$ cat src/rtl/nn_pkg.sv
// Shared fixed-point definitions for the network: word type, FSM state codes
// and the saturating clamp used by every neuron.
package nn_pkg;

    localparam int BITS_DEF = 16;
    localparam int FRAC_DEF = 8;

    // Width of the intermediate used by sat(); wide enough for any accumulator here.
    localparam int SAT_W = 64;

    typedef logic signed [BITS_DEF-1:0] fxp_t;

    typedef logic [2:0] state_t;

    localparam logic [2:0] ST_IDLE = 3'd0;
    localparam logic [2:0] ST_FWD  = 3'd1;
    localparam logic [2:0] ST_BIAS = 3'd2;
    localparam logic [2:0] ST_ERR  = 3'd3;
    localparam logic [2:0] ST_UPD  = 3'd4;
    localparam logic [2:0] ST_BUPD = 3'd5;

    // Clamp a wide signed value into the signed range of a 'bits'-wide word.
    function automatic logic signed [SAT_W-1:0] sat(
        input logic signed [SAT_W-1:0] v,
        input int                      bits
    );
        logic signed [SAT_W-1:0] hi;
        logic signed [SAT_W-1:0] lo;
        hi = (64'sd1 <<< (bits - 1)) - 64'sd1;
        lo = -hi - 64'sd1;
        if (v > hi) begin
            return hi;
        end else if (v < lo) begin
            return lo;
        end
        return v;
    endfunction

endpackage

$ cat src/rtl/nn_fxp_mul.sv
// Signed BITSxBITS multiplier: full-precision product plus the product shifted
// right arithmetically by SHIFT and saturated back to one word.
module nn_fxp_mul
    import nn_pkg::*;
#(
    parameter int BITS  = BITS_DEF,
    parameter int SHIFT = FRAC_DEF
) (
    input  logic signed [BITS-1:0]   a,
    input  logic signed [BITS-1:0]   b,
    output logic signed [2*BITS-1:0] prod,
    output logic signed [BITS-1:0]   prod_sat
);

    localparam int PW = 2 * BITS;

    assign prod     = PW'(a) * PW'(b);
    assign prod_sat = BITS'(sat(SAT_W'(prod) >>> SHIFT, BITS));

endmodule

$ cat src/rtl/neuron_output.sv
// Linear output neuron: serial MAC forward pass, error/weight export and
// SGD-style weight/bias update on the backward pass, one multiplier shared.
module neuron_output
    import nn_pkg::*;
#(
    parameter int             N        = 3,
    parameter int             BITS     = BITS_DEF,
    parameter int             FRAC     = FRAC_DEF,
    parameter int             LR_SHIFT = 4,
    parameter logic [BITS-1:0] W_INIT  = 16'h0080,
    parameter logic [BITS-1:0] B_INIT  = 16'h0000
) (
    input  logic            clk,
    input  logic            rst,
    input  logic            FP,
    input  logic            BP,
    input  logic [BITS-1:0] h [N],
    input  logic [BITS-1:0] y_true,
    output logic [BITS-1:0] y,
    output logic            y_valid,
    output logic [BITS-1:0] dZ,
    output logic            dZ_valid,
    output logic [BITS-1:0] W_out [N],
    output logic            busy,
    output logic            done
);

    localparam int IDX_W = (N > 1) ? $clog2(N) : 1;
    localparam int ACC_W = 2 * BITS + $clog2(N) + 1;
    localparam logic [IDX_W-1:0] IDX_LAST = IDX_W'(N - 1);

    state_t                  state_reg;
    logic [IDX_W-1:0]        idx_reg;
    logic signed [ACC_W-1:0] acc_reg;
    logic signed [BITS-1:0]  hcap_reg [N];
    logic signed [BITS-1:0]  w_reg    [N];
    logic signed [BITS-1:0]  w_snap_reg [N];
    logic signed [BITS-1:0]  b_reg;
    logic signed [BITS-1:0]  y_reg;
    logic signed [BITS-1:0]  dz_reg;
    logic                    y_valid_reg;
    logic                    dz_valid_reg;
    logic                    done_reg;
    logic                    fwd_ok_reg;

    logic signed [BITS-1:0]   mul_a;
    logic signed [BITS-1:0]   mul_b;
    logic signed [2*BITS-1:0] mul_prod;
    logic signed [BITS-1:0]   mul_sat;

    logic signed [BITS-1:0]  y_next;
    logic signed [BITS-1:0]  dz_next;
    logic signed [BITS-1:0]  w_next;
    logic signed [BITS-1:0]  b_next;
    logic [N-1:0]            w_sel;
    logic                    idx_last;

    // FWD multiplies weight by captured input; UPD multiplies error by captured input.
    assign mul_a = (state_reg == ST_UPD) ? dz_reg : w_reg[idx_reg];
    assign mul_b = hcap_reg[idx_reg];

    nn_fxp_mul #(
        .BITS  (BITS),
        .SHIFT (FRAC + LR_SHIFT)
    ) u_mul (
        .a        (mul_a),
        .b        (mul_b),
        .prod     (mul_prod),
        .prod_sat (mul_sat)
    );

    assign idx_last = (idx_reg == IDX_LAST);

    always_comb begin
        y_next  = BITS'(sat((SAT_W'(acc_reg) + (SAT_W'(b_reg) <<< FRAC)) >>> FRAC, BITS));
        dz_next = BITS'(sat(SAT_W'(y_reg) - SAT_W'($signed(y_true)), BITS));
        w_next  = BITS'(sat(SAT_W'(w_reg[idx_reg]) - SAT_W'(mul_sat), BITS));
        b_next  = BITS'(sat(SAT_W'(b_reg) - (SAT_W'(dz_reg) >>> LR_SHIFT), BITS));
    end

    genvar gi;
    generate
        for (gi = 0; gi < N; gi++) begin : g_sel
            assign w_sel[gi] = (state_reg == ST_UPD) && (idx_reg == IDX_W'(gi));
        end
    endgenerate

    always_ff @(posedge clk or posedge rst) begin
        if (rst) begin
            state_reg    <= ST_IDLE;
            idx_reg      <= '0;
            acc_reg      <= '0;
            b_reg        <= B_INIT;
            y_reg        <= '0;
            dz_reg       <= '0;
            y_valid_reg  <= 1'b0;
            dz_valid_reg <= 1'b0;
            done_reg     <= 1'b0;
            fwd_ok_reg   <= 1'b0;
        end else begin
            y_valid_reg  <= 1'b0;
            dz_valid_reg <= 1'b0;
            done_reg     <= 1'b0;
            case (state_reg)
                ST_IDLE: begin
                    // FP has priority; a simultaneous BP is simply dropped.
                    if (FP) begin
                        acc_reg   <= '0;
                        idx_reg   <= '0;
                        state_reg <= ST_FWD;
                    end else if (BP && fwd_ok_reg) begin
                        state_reg <= ST_ERR;
                    end
                end
                ST_FWD: begin
                    acc_reg <= acc_reg + ACC_W'(mul_prod);
                    if (idx_last) begin
                        state_reg <= ST_BIAS;
                    end else begin
                        idx_reg <= idx_reg + IDX_W'(1);
                    end
                end
                ST_BIAS: begin
                    y_reg       <= y_next;
                    y_valid_reg <= 1'b1;
                    fwd_ok_reg  <= 1'b1;
                    state_reg   <= ST_IDLE;
                end
                ST_ERR: begin
                    dz_reg       <= dz_next;
                    dz_valid_reg <= 1'b1;
                    idx_reg      <= '0;
                    state_reg    <= ST_UPD;
                end
                ST_UPD: begin
                    if (idx_last) begin
                        state_reg <= ST_BUPD;
                    end else begin
                        idx_reg <= idx_reg + IDX_W'(1);
                    end
                end
                ST_BUPD: begin
                    b_reg     <= b_next;
                    done_reg  <= 1'b1;
                    state_reg <= ST_IDLE;
                end
                default: begin
                    state_reg <= ST_IDLE;
                end
            endcase
        end
    end

    // Captured inputs serve both passes, so later changes on h cannot disturb them.
    always_ff @(posedge clk or posedge rst) begin
        if (rst) begin
            for (int i = 0; i < N; i++) begin
                hcap_reg[i] <= '0;
            end
        end else if (state_reg == ST_IDLE && FP) begin
            for (int i = 0; i < N; i++) begin
                hcap_reg[i] <= h[i];
            end
        end
    end

    always_ff @(posedge clk or posedge rst) begin
        if (rst) begin
            for (int i = 0; i < N; i++) begin
                w_reg[i] <= W_INIT;
            end
        end else begin
            for (int i = 0; i < N; i++) begin
                if (w_sel[i]) begin
                    w_reg[i] <= w_next;
                end
            end
        end
    end

    // Snapshot of the pre-update weights for the hidden layer's backward pass.
    always_ff @(posedge clk or posedge rst) begin
        if (rst) begin
            for (int i = 0; i < N; i++) begin
                w_snap_reg[i] <= W_INIT;
            end
        end else if (state_reg == ST_ERR) begin
            for (int i = 0; i < N; i++) begin
                w_snap_reg[i] <= w_reg[i];
            end
        end
    end

    generate
        for (gi = 0; gi < N; gi++) begin : g_wout
            assign W_out[gi] = w_snap_reg[gi];
        end
    endgenerate

    assign y        = y_reg;
    assign y_valid  = y_valid_reg;
    assign dZ       = dz_reg;
    assign dZ_valid = dz_valid_reg;
    assign busy     = (state_reg != ST_IDLE);
    assign done     = done_reg;

endmodule

$ cat config.mk
export PLATFORM = sky130hd
export DESIGN_NAME = neuron_output
export DESIGN_NICKNAME = d
export VERILOG_FILES = /design/src/rtl/nn_pkg.sv /design/src/rtl/nn_fxp_mul.sv /design/src/rtl/neuron_output.sv
export SDC_FILE = /design/constraint.sdc
export NUM_CORES = 2
export LEC_CHECK = 0
export CAP_MARGIN = 20
export CORE_MARGIN = 2
export CORE_UTILIZATION = 29
export DETAILED_ROUTE_END_ITERATION = 6
export PLACE_DENSITY_LB_ADDON = 0.15
export REMOVE_ABC_BUFFERS = 1
export SLEW_MARGIN = 10
export SYNTH_ARGS = -nofsm -noshare
export SYNTH_HDL_FRONTEND = slang
export SYNTH_SLANG_ARGS = --single-unit
$ cat constraint.sdc
create_clock -name clk -period 15.75 [get_ports clk]
set_input_delay 3.9375 -clock clk [delete_from_list [all_inputs] [get_ports clk]]
set_output_delay 3.9375 -clock clk [all_outputs]
set_load 0.02 [all_outputs]
Yosys cells after proc, flatten, opt, wreduce, memory -nomap -nowiden
Cells that the tools add are included.
{"block": "classes", "n_addsub": 6, "multipliers": 1, "div_mod_pow": 0, "magnitude_cmp": 11, "eq_ne": 12, "shift": 0, "muxes": 45, "bitwise": 1, "reduce_logical": 14}
{"operator": "16-bit 2-to-1 mux", "n": 20}
{"operator": "35-bit one-hot mux with 2 select lines", "n": 1}
{"operator": "16-bit binary-select mux with 2-bit select", "n": 2}
{"operator": "17-bit by 16-bit greater-than comparator with 1-bit output (second input constant)", "n": 3}
{"operator": "17-bit by 16-bit < comparator with 1-bit output (second input constant)", "n": 3}
{"operator": "35-bit by 24-bit adder with 36-bit output", "n": 1}
{"operator": "35-bit by 32-bit adder with 35-bit output", "n": 1}
{"operator": "35-bit 2-to-1 mux", "n": 1}
{"operator": "16-bit by 16-bit subtractor with 17-bit output", "n": 2}
{"operator": "16-bit by 16-bit multiplier with 32-bit output", "n": 1}
{"operator": "28-bit by 16-bit greater-than comparator with 1-bit output (second input constant)", "n": 1}
{"operator": "28-bit by 16-bit < comparator with 1-bit output (second input constant)", "n": 1}
{"operator": "20-bit by 16-bit greater-than comparator with 1-bit output (second input constant)", "n": 1}
{"operator": "20-bit by 16-bit < comparator with 1-bit output (second input constant)", "n": 1}
{"operator": "16-bit by 12-bit subtractor with 17-bit output", "n": 1}
{"operator": "1-bit 2-to-1 mux", "n": 13}
{"operator": "3-bit 2-to-1 mux", "n": 4}
{"operator": "3-bit one-hot mux with 4 select lines", "n": 1}
{"operator": "2-bit inequality test (second input constant)", "n": 4}
{"operator": "3-bit by 2-bit equality test with 1-bit output (second input constant)", "n": 2}
{"operator": "3-bit equality test (second input constant)", "n": 2}
{"operator": "2-bit one-hot mux with 3 select lines", "n": 1}
{"operator": "3-bit AND reduction", "n": 2}
{"operator": "3-bit nonzero test", "n": 2}
{"operator": "other kinds (14)", "n": 19}
{"block": "word_totals", "register_bits": 236, "latchBits": 0, "ram_bits": 0, "romBits": 0, "inputBits": 68, "out_inout_bits": 84, "elab_cells": 109, "n_memories": 0}

Depth between registers and ports, before layout
{"block": "logic_depth", "depth_word": 15, "depth_mapped": 51, "depth_no_buf": 47}

By module
A second synthesis with hierarchy kept.
{"block": "hier_totals", "cells_unflattened": 2958, "hier_area_um2": 26020.0}
{"mod": "neuron_output", "n_inst": 1, "cells_each": 1750, "area_per_inst_um2": 15474.8, "seq_area_each_um2": 5913.2}
{"mod": "nn_fxp_mul", "n_inst": 1, "cells_each": 1208, "area_per_inst_um2": 10545.1, "seq_area_each_um2": 0.0}

Worst setup path after synthesis
OpenSTA, ideal clock, no wires.
{"block": "synth_path", "kind": "register -> register", "startpoint": "register idx_reg[0]", "endpoint": "register w_reg[17] (netlist bit)", "setup_ns": 0.130, "t_arrival_ns": 10.993, "setup_slack_ns": 4.627, "path_stages_with_launch": 46, "period_less_slack_ns": 11.123, "path_cell_list": "dfrtp_1 -> clkbuf_1 -> clkbuf_1 -> clkbuf_1 -> mux2i_1 -> o21ai_1 -> nand2_1 -> inv_1 -> fa_1 -> fa_1 -> inv_1 -> fa_1 -> inv_1 -> fa_1 -> fa_1 -> inv_1 -> fa_1 -> inv_1 -> (+10 left out) -> a31oi_2 -> buf_6 -> o21a_1 -> ha_1 -> inv_1 -> fa_1 -> a21o_1 -> a21o_1 -> a21boi_0 -> o211ai_1 -> nand2_1 -> o21ai_0 -> nor3b_1 -> mux2i_1 -> nor2_1 -> inv_2 -> a21oi_1 -> o21ai_0"}
{"block": "synth_between", "elab_chain_cells": 15, "elab_cells_between_ends": 24, "classes_between": "add/sub (1); mul (1); order compare (4); eq/ne (1); mux (15); bitwise (1); reduce/logical (1)"}
{"element": "from (decl)", "line_no": "neuron_output.sv:33", "text": "logic [IDX_W-1:0] idx_reg;"}
{"element": "from (signal assigned)", "line_no": "neuron_output.sv:120", "text": "idx_reg <= idx_reg + IDX_W'(1);"}
{"element": "from (signal assigned)", "line_no": "neuron_output.sv:139", "text": "idx_reg <= idx_reg + IDX_W'(1);"}
{"element": "2-bit inverter with 3-bit output (implied by the code)", "line_no": "neuron_output.sv:59, neuron_output.sv:60, neuron_output.sv:77"}
{"element": "16-bit binary-select mux with 2-bit select", "line_no": "neuron_output.sv:59, neuron_output.sv:77"}
{"element": "16-bit 2-to-1 mux (implied by the code) (2 in a row)", "line_no": "neuron_output.sv:59, neuron_output.sv:77"}
{"element": "16-bit 2-to-1 mux", "line_no": "neuron_output.sv:59", "text": "assign mul_a = (state_reg == ST_UPD) ? dz_reg : w_reg[idx_reg];"}
{"element": "16-bit by 16-bit multiplier with 32-bit output", "line_no": "nn_fxp_mul.sv:17", "text": "assign prod = PW'(a) * PW'(b);"}
{"element": "20-bit by 16-bit < comparator with 1-bit output", "line_no": "nn_pkg.sv:33", "text": "end else if (v < lo) begin"}
{"element": "1-bit 2-to-1 mux", "line_no": "nn_pkg.sv:33"}
{"element": "1-bit 2-to-1 mux", "line_no": "nn_pkg.sv:31", "text": "if (v > hi) begin"}
{"element": "16-bit 2-to-1 mux", "line_no": "nn_pkg.sv:36", "text": "return v;"}
{"element": "16-bit by 16-bit subtractor with 17-bit output", "line_no": "neuron_output.sv:77", "text": "w_next = BITS'(sat(SAT_W'(w_reg[idx_reg]) - SAT_W'(mul_sat), BITS));"}
{"element": "17-bit by 16-bit < comparator with 1-bit output", "line_no": "nn_pkg.sv:33"}
{"element": "1-bit 2-to-1 mux", "line_no": "nn_pkg.sv:33"}
{"element": "1-bit 2-to-1 mux", "line_no": "nn_pkg.sv:31"}
{"element": "16-bit 2-to-1 mux", "line_no": "nn_pkg.sv:36"}
{"element": "to (signal, indexed assignment)", "line_no": "neuron_output.sv:175", "text": "w_reg[i] <= w_next;"}
{"element": "to (decl)", "line_no": "neuron_output.sv:36", "text": "logic signed [BITS-1:0] w_reg [N];"}
Parallel ways exist; a longest one is shown, timed or not. The select of a mux whose other input is x is not followed.
A chain may end at the register's enable or synchronous reset.

Final worst setup path
{"block": "layout_path", "startpoint": "register idx_reg[0]", "endpoint": "register w_reg[26] (netlist bit)"}
The elaborated chain is that of the path after synthesis.

==> impl_metrics.csv <==
group,metric,value,unit
die,dieWidth,298,um
drt,vias_per_cell,4.69,
sta,skew,0.0572,ns
synthesis,synthArstFlopShare,100,%
synthesis,ys_ff_latch,236,
worst_setup_path,slowest_stage,"o21ai_1",
grt,grt_max_degree,120,
sta,relSlewSlack,25.0,%
placement,io_buffers,151,
worst_setup_path,required,16.21,ns
cells_and_area,drive_gt1_share,5.00,%
synthesis,seq_area_frac_synth,23.6,%
worst_setup_path,r2r_setup_slack,2.25,ns
synthesis,netlist_area,25000,um^2
sta,final-setup-viol-count,0,
worst_setup_path,max_stage_delay,0.88,ns
sta,layout_min_cycle_time,13.50,ns
cts,htreeDepth,1,
cells_and_area,nets,3603,
die,ios,152,
worst_setup_path,critPathMostFrequentCell,"fa_1",
worst_setup_path,path_buf_inv,7,
synthesis,synth-edff-count,0,
drt,wl_per_cell,17.8,um
cells_and_area,area_growth,16.1,%
cells_and_area,finalInstanceArea,29000,um^2
status,outcome,"finished, final reports clean",
die,die_y,298,um
die,rows,107,
sta,setup_ws,2.25,ns
worst_setup_path,rr_endpoint,"w_reg[26]",
cts,cts_hold_buffers,0,
cts,clock_latency,0.61,ns
job,maxCapViolations,0,
grt,grt_pass1_wl,121000,um
grt,antenna_found_initial,1,
sta,tns,0,ns
synthesis,synth-main-ff-cell,"dfrtp_1",
placement,pre_cts_slack,2.36,ns
cts,cts_tree,"yes",
cts,clockBufferDepth,3,
worst_setup_path,cp_top_family,"compound AO/OA/AOI/OAI gates",
synthesis,synthCells,2945,
drt,drc,0,
cts,cts_buffers,30,
hold_path,hold_depth,2,
worst_setup_path,end_kind,"flip-flop",
worst_setup_path,arrival,13.95,ns
hold_path,hold_path_startpoint,"W_out[39]",
sta,rsz0062_at_grt,"false",
worst_setup_path,worst-setup-path-type,"reg -> reg",
sta,slew_violations,0,
die,core,85300,um^2
drt,ant_nets,0,
cts,postCtsSetupBuffers,0,
cts,clk_root_buffer_cell,"clkbuf_16",
worst_setup_path,cp_max_fo,35,
cells_and_area,n_antenna_cell,0,
drt,vias,19906,
placement,gp_congestion,0.853,
placement,place_area,27900,um^2
worst_setup_path,r2r_cells,44,
sta,timing.fmax,74.1,MHz
grt,grt_usage,17.1,%
cts,cts.sinks,236,
grt,grt_pass1_vias,20540,
cts,ctsResizeCount,0,
sta,tightest_slew,1.11,ns
synthesis,synth_warnings,0,
placement,hpwl,60500,um
sta,hold_viol_final,0,
drt,drt_iter0_drc,1210,
hold_path,hp-class,"reg -> reg",
worst_setup_path,regToRegStartpoint,"idx_reg[0]",
drt,firstDrtPassIters,5,
synthesis,ys_types,87,
sta,period_share,85.7,%
cts,path_clk_slew,0.06,ns
synthesis,avgSynthCellArea,8.49,um^2
die,dieArea,88600,um^2
grt,grt_overflow,0,
drt,routed_wl,75600,um
hold_path,min_to,"W_out[39]",
worst_setup_path,cp-start-kind,"flip-flop",
die,start_util,29.3,%
==> tightest hold or removal path, cell delays in order, from the launching register on <==
cell and delay, ns:
dfstp_2 0.36, nand2_1 0.05, nand2_1 0.05
==> metrics by stage <==
step	std cells	hold WS, ns	util, %
after global routing	4243	0.487	34.0
final	4243	0.458	34.0
after CTS	4241	0.461	34.0
after detailed placement	4185	0.450	32.7
after global placement	4185	0.449	32.7
after floorplan	2853	0.442	-
==> how the worst max path moves through the flow <==
stage / slack [ns] / start / cells after the start / end
2_1_floorplan: 3.29 / state_reg[2] / 40 / w_reg[25]
3_3_place_gp: 2.55 / idx_reg[0] / 44 / w_reg[25]
3_5_place_dp: 2.36 / idx_reg[0] / 43 / w_reg[26]
4_1_cts: 2.23 / idx_reg[0] / 43 / w_reg[26]
5_1_grt: 1.18 / idx_reg[0] / 44 / w_reg[26]
6_report: 2.25 / idx_reg[0] / 44 / w_reg[26]
==> cell families after synthesis <==
kind of cell / Yosys count / share of synthesized area (%)
adder cells (fa/ha/maj): 476 / 31.7
buffers and inverters: 498 / 7.59
XOR/XNOR: 120 / 4.23
flip-flops: 236 / 23.6
multiplexers: 49 / 2.01
AND/OR/NAND/NOR: 1017 / 17.0
AO/OA/AOI/OAI: 549 / 13.8
==> cell usage after synthesis, drive strengths merged, types with 15 or more instances <==
master,n,area share [%]
a21o,70,2.1
a21oi,143,2.9
a31oi,17,0.45
and2,15,0.38
clkbuf,78,1.2
dfrtp,230,23
fa,267,21
ha,193,9.7
inv,405,6.1
maj3,16,0.64
mux2i,39,1.6
nand2,567,8.5
nand2b,29,0.73
nand3,72,1.4
nor2,241,3.6
nor2b,21,0.53
nor3,22,0.44
o21a,25,0.75
o21ai,200,4.0
o21bai,16,0.48
xnor2,67,2.3
xor2,53,1.9
==> cell type report <==
class                      instances  area, um^2
tap                             1144        1430
clock inverter                    18         302
timing repair buffer             190        1800
fill                            9085       56200
sequential                       236        5910
multi-input combinational       2211       17200
clock buffer                      38         831
inverter                         406        1530
==> metal layers <==
metal  global-route usage (%)  routed length [um]  up-vias
met5                        0                   0        -
li1                         -                   -     9794
met3                     1.39                2150       56
met2                     29.5               37200      261
met4                     3.04                1190        0
met1                     23.7               35100     9795
==> cell usage in the layout (no fill, tap or decap), types with 8 or more instances in the layout <==
cell type and count:
ha_1 193, clkdlybuf4s50_1 151, xnor2_1 67, inv_1 403, fa_1 267, a31oi_1 16, xor2_1 52, dfrtp_1 229
nor3_1 21, o21ai_0 170, a21oi_1 140, o211ai_1 9, nand2_1 563, mux2i_1 39, a21o_1 70, or2_2 8
nor2_1 239, and3_1 12, nand2b_1 29, nand4_1 9, o21ai_1 25, mux2_2 10, clkbuf_16 30, nor2b_1 21
maj3_1 16, buf_4 39, and2_1 14, a211oi_1 9, o21a_1 25, o21bai_1 16, nand3_1 72
Power is not shown: default switching activity piles up to over one toggle a cycle in this logic, so the estimate is an artifact.
